==> src/rtl/prio_mux_reg.sv <==
// Registered N-channel priority multiplexer with valid/ready on both sides.
// Define PRIO_MUX_RR_EN for round-robin arbitration; default is fixed priority (channel 0 highest).
module prio_mux_reg #(
    parameter int N  = 4,
    parameter int W  = 1,
    parameter int IW = $clog2(N)
) (
    input  logic           clk,
    input  logic           rst,
    input  logic [N-1:0]   in_valid,
    input  logic [N*W-1:0] in_data,
    output logic [N-1:0]   in_ready,
    output logic           out_valid,
    output logic [W-1:0]   out_data,
    output logic [N-1:0]   out_sel,
    output logic [IW-1:0]  out_idx,
    input  logic           out_ready
);

    logic          any;
    logic          accept;
    logic          xfer;
    logic [IW-1:0] ptr;
    logic [IW-1:0] win;
    logic [N-1:0]  win_oh;
    logic [W-1:0]  win_data;
    logic [2*N-1:0] rot;

    assign any    = |in_valid;
    assign accept = !out_valid || out_ready;
    assign xfer   = accept && any && !rst;

`ifdef PRIO_MUX_RR_EN
    always_ff @(posedge clk) begin
        if (rst)
            ptr <= '0;
        else if (xfer)
            ptr <= (win == IW'(N - 1)) ? '0 : win + IW'(1);
    end
`else
    assign ptr = '0;
`endif

    // Rotate requests so the search always starts at ptr; fixed mode is ptr == 0.
    assign rot = {in_valid, in_valid} >> ptr;

    always_comb begin
        int  sum;
        logic found;
        win   = '0;
        found = 1'b0;
        sum   = 0;
        for (int k = 0; k < N; k++) begin
            if (!found && rot[k]) begin
                found = 1'b1;
                sum   = int'(ptr) + k;
                if (sum >= N)
                    sum = sum - N;
                win = IW'(sum);
            end
        end
    end

    assign win_oh   = N'(1) << win;
    assign win_data = W'(in_data >> (int'(win) * W));
    assign in_ready = xfer ? win_oh : '0;

    always_ff @(posedge clk) begin
        if (rst) begin
            out_valid <= 1'b0;
            out_data  <= '0;
            out_sel   <= '0;
            out_idx   <= '0;
        end else if (accept) begin
            // An idle load clears the stage so no stale item is ever visible.
            if (any) begin
                out_valid <= 1'b1;
                out_data  <= win_data;
                out_sel   <= win_oh;
                out_idx   <= win;
            end else begin
                out_valid <= 1'b0;
                out_data  <= '0;
                out_sel   <= '0;
                out_idx   <= '0;
            end
        end
    end

endmodule

==> config.mk <==
export PLATFORM = sky130hd
export DESIGN_NAME = prio_mux_reg
export DESIGN_NICKNAME = d
export VERILOG_FILES = /design/src/rtl/prio_mux_reg.sv
export SDC_FILE = /design/constraint.sdc
export NUM_CORES = 1
export LEC_CHECK = 0
export CAP_MARGIN = 20
export CORE_AREA = 2 2 39 41
export CTS_CLUSTER_DIAMETER = 30
export CTS_CLUSTER_SIZE = 12
export DETAILED_ROUTE_END_ITERATION = 12
export DIE_AREA = 0 0 41 43
export MAX_ROUTING_LAYER = met4
export PLACE_DENSITY = 0.73
export SKIP_LAST_GASP = 1
export SLEW_MARGIN = 25
export SYNTH_ARGS = -nofsm -noshare
export SYNTH_HDL_FRONTEND = slang
export SYNTH_SLANG_ARGS = --single-unit
==> constraint.sdc <==
create_clock -name clk -period 2.3 [get_ports clk]
set_input_delay 0.46 -clock clk [delete_from_list [all_inputs] [get_ports clk]]
set_output_delay 0.46 -clock clk [all_outputs]
set_load 0.01 [all_outputs]
# Word-level counts from Yosys, hierarchy flattened
# Cells that the tools add are included.
dict set report totals {
  ff_bits 8
  latch_bits 0
  ram_bits 0
  romBits 0
  input_bits 11
  output_inout_bits 12
  wordCells 29
  memories 0
}
dict set report op_classes {
  n_addsub 0
  n_mul 0
  n_div 0
  order_cmp 0
  n_eq_ne 0
  n_shift 2
  mux 11
  bitwise_logic 0
  reduce_logical 12
}
# op count
set op_table {}
lappend op_table {{4-bit 2-to-1 mux} 2}
lappend op_table {{1-bit 2-to-1 mux} 6}
lappend op_table {{2-bit 2-to-1 mux} 3}
lappend op_table {{1-bit logical AND} 5}
lappend op_table {{1-bit logical NOT} 5}
lappend op_table {{4-bit OR reduction} 1}
lappend op_table {{1-bit by 2-bit << shifter with 4-bit output, first input constant} 1}
lappend op_table {{4-bit by 2-bit right shift with 1-bit output} 1}
lappend op_table {{1-bit logical OR} 1}

# Longest topological paths before layout
dict set report depth {
  word_depth 12
  mapped_depth 4
}

# Least setup slack after synthesis
# No wires, ideal clock.
dict set report synth_path {
  path_type {input to output}
  start {in in_valid[1]}
  end {out in_ready[2]}
  arrival_time_ns 1.148
  path_slack_ns 0.692
  cell_stages 3
  n_path_buf 0
  path_cell_list {or2_4 nor3_1 and2_2}
}
dict set report synth_via {
  elab_chain_len 10
  word_cells_on_any_way 15
  cone_classes {shift (1); mux (6); reduce/logical (8)}
}
# item line
set synth_lines {}
lappend synth_lines {{start: declaration} 10} ;# input logic [N-1:0] in_valid,
lappend synth_lines {{1-bit logical AND} 54} ;# if (!found && rot[k]) begin
lappend synth_lines {{1-bit 2-to-1 mux} 54}
lappend synth_lines {{1-bit logical NOT} 54}
lappend synth_lines {{1-bit logical AND} 54}
lappend synth_lines {{1-bit 2-to-1 mux} 54}
lappend synth_lines {{1-bit logical NOT} 54}
lappend synth_lines {{1-bit logical AND} 54}
lappend synth_lines {{2-bit 2-to-1 mux} 54}
lappend synth_lines {{1-bit by 2-bit << shifter with 4-bit output} 64} ;# assign win_oh = N'(1) << win;
lappend synth_lines {{4-bit 2-to-1 mux (*)} 66} ;# assign in_ready = xfer ? win_oh : '0;
lappend synth_lines {{end: declaration} 12} ;# output logic [N-1:0] in_ready,
# Every way passes the cells marked *; elsewhere a longest branch is shown, timed or not.

# Worst setup path in the final report
dict set report layout_path {
  start {in in_valid[1]}
  end {out in_ready[3]}
}
# The elaborated chain is that of the path after synthesis.

==> metrics.cfg <==
[critical_path]
crit_type = in2out
path_max_fanout = 3
cp.depth = 4
crit_path_cell_trace = clkdlybuf4s50_1, or2_4, nor4_4, dlygate4sd2_1
crit_end = in_ready[3]
required_ns = 1.84
crit_path_end_kind = output pin
critPathBufInv = 2
crit_family = buffers and inverters
worstReg2RegEnd = out_sel[2]$_SDFFE_PP0P_
worstRegToRegCells = 5
rrSetupSlack_ns = 0.98
cp.arrival_ns = 1.82
startpoint = in_valid[1]
slowest_delay_ns = 0.45
startpoint_type = input port
rr_startpoint = out_valid$_SDFFE_PP0P_
cp_slowest_cell = clkdlybuf4s50_1

[power_and_ir_drop]
switching_share = 0.254
comb_power_share = 0.254
peakVddDrop_mv = 0.287
power_frac_seq = 0.434
cellLeakagePower_uw = 0.000328
power_density_nw_per_um2 = 467
power.switching_uw = 88.0
internal_power_uw = 258
clkPwrFrac = 0.312

[timing]
finalHoldViolations = 0
fin_worst_skew_ns = 0.00948
hold-worst-slack_ns = 0.446
final-setup-viol-count = 0
rsz0062_at_grt = yes
tightest_slew_ns = 0.433
fin_crit_sh = 0.991
period_needed_ns = 2.28
setup_ws_ns = 0.0202
fmax_mhz = 439
max_slew_margin = 0.711
slew_violations = 0

[cells_and_area]
fin_area_um2 = 742
layout_commonest_cell = clkdlybuf4s50_1
fill_cells = 133
synthToLayoutAreaGrowth_pct = 91.3
layout-drive-gt1-share = 0.270
antennaDiodeCount = 0
post-route-util = 0.536
mostFrequentLayoutCells = clkdlybuf4s50_1, buf_4, dfxtp_1
finalNetCount = 87

[detailed_routing]
route.vias.total = 433
viasPerCell = 4.81
drc_errors = 0
wl_per_cell_um = 13.4
drtIter0Drc = 9
routed_wl_mm = 1.21
ant_nets = 0
firstDrtPassIters = 4

[floorplan]
dieArea_um2 = 1760
initial_core_util = 0.280
ios = 23
dieHeight_um = 43
core_um2 = 1380
row_count = 14
die_w_um = 41

[logic_synthesis]
synthesis.area_um2 = 388
synthCells = 41
async_reset_ff_frac = 0
synth.distinct_cells = 25
synth.avg_cell_area_um2 = 9.46
synthesis.nets = 52
ys_seq_elements = 8
ys.warnings.count = 0
synth_edf_count = 0
ys_seq_area_frac = 0.413
synth_flop_cell = dfxtp_1

[global_routing]
grt_max_degree = 8
grt_pass1_vias = 384
antenna_found_initial = 0
grt_pass1_wl_mm = 1.65
track_usage = 0.147
gr-total-overflow = 0

[place]
pre_cts_slack_ns = -0.265
portBuffers = 22
placedInstanceArea_um2 = 683
gp_congestion = 0.798

[clocking]
cts_max_path_buffers = 2
cts.sinks = 8
insertion_delay_ns = 0.26
numCtsBuffers = 3
cts_tree = done
clk_pin_slew_ns = 0.05
htree_levels = 1
hold_buffers = 0
cts_root_buf = clkbuf_4

[min_path]
holdCritPathClass = reg2reg

[status]
status = finished clean

[job]
cap_viol_max_count = 0

power groups by stage:
stage	registers, uW	logic, uW	clock network, uW
after detailed placement	153	81.2	0
after floorplan	156	25.3	0
after global placement	152	80.6	0
after CTS	150	84.3	115
final	150	88.0	108
after global routing	151	93.0	117
worst min-delay path by stage:
| stage | start | endpoint | cells after the start |
|---|---|---|---|
| 2_1_floorplan | out_idx[0]$_SDFFE_PP0P_ | out_idx[0]$_SDFFE_PP0P_ | 1 |
| 5_1_grt | out_sel[3]$_SDFFE_PP0P_ | out_sel[3]$_SDFFE_PP0P_ | 1 |
| 6_report | out_sel[3]$_SDFFE_PP0P_ | out_sel[3]$_SDFFE_PP0P_ | 1 |
| 4_1_cts | out_sel[3]$_SDFFE_PP0P_ | out_sel[3]$_SDFFE_PP0P_ | 1 |
| 3_3_place_gp | out_sel[3]$_SDFFE_PP0P_ | out_sel[3]$_SDFFE_PP0P_ | 1 |
| 3_5_place_dp | out_sel[3]$_SDFFE_PP0P_ | out_sel[3]$_SDFFE_PP0P_ | 1 |
cells in the mapped netlist (2+ instances only):
master    instances  area, um^2
nor2_1            2        7.51
nand2_1           2        7.51
dfxtp_1           8         160
nor4_1            2        12.5
nand2b_1          2        12.5
a21oi_1           2        10.0
a22o_1            2        17.5
a21o_1            3        22.5
nand3b_1          2        15.0
sequential cells by signal, indices dropped and copies added, names as in the netlist:
register   count
out_sel        4
out_idx        2
out_valid      1
out_data       1
stage by stage:
stage | cells | TNS (ns) | total power [uW]
final | 90 | 0 | 346
after floorplan | 41 | 0 | 181
after global routing | 90 | -0.0301 | 360
after CTS | 90 | 0 | 349
after detailed placement | 86 | -0.882 | 234
after global placement | 86 | -0.839 | 233
cell type report:
cell class | instances | area, um^2 | share of cell area
clock buffers | 3 | 22.5 | 0.0304
flip-flops and latches | 8 | 160 | 0.216
repair buffers | 31 | 283 | 0.381
inverters | 1 | 3.75 | 0.00506
multi-input cells | 31 | 253 | 0.341
well taps | 16 | 20.0 | 0.0270
routing by layer:
layer	global-route usage	routed length, um
met1	0.176	525
met5	-	0
met3	0.0314	38
met4	0.100	14
met2	0.209	629
what timing repair did:
item / CTS / global route
setup endpoints to repair: 4 / 2
gates resized for setup: 8 / 2
buffers inserted: 1 / 0
logic make-up (layout without fill, tap and decap cells):
kind of cell,after synthesis,in the layout,share of synthesized area
and+or+nand+nor,20,20,0.348
AOI/OAI and AO/OA,11,11,0.216
DFF,8,8,0.413
buffers and inverters,2,35,0.0226
Note: power is estimated with default switching activity, not from simulation.
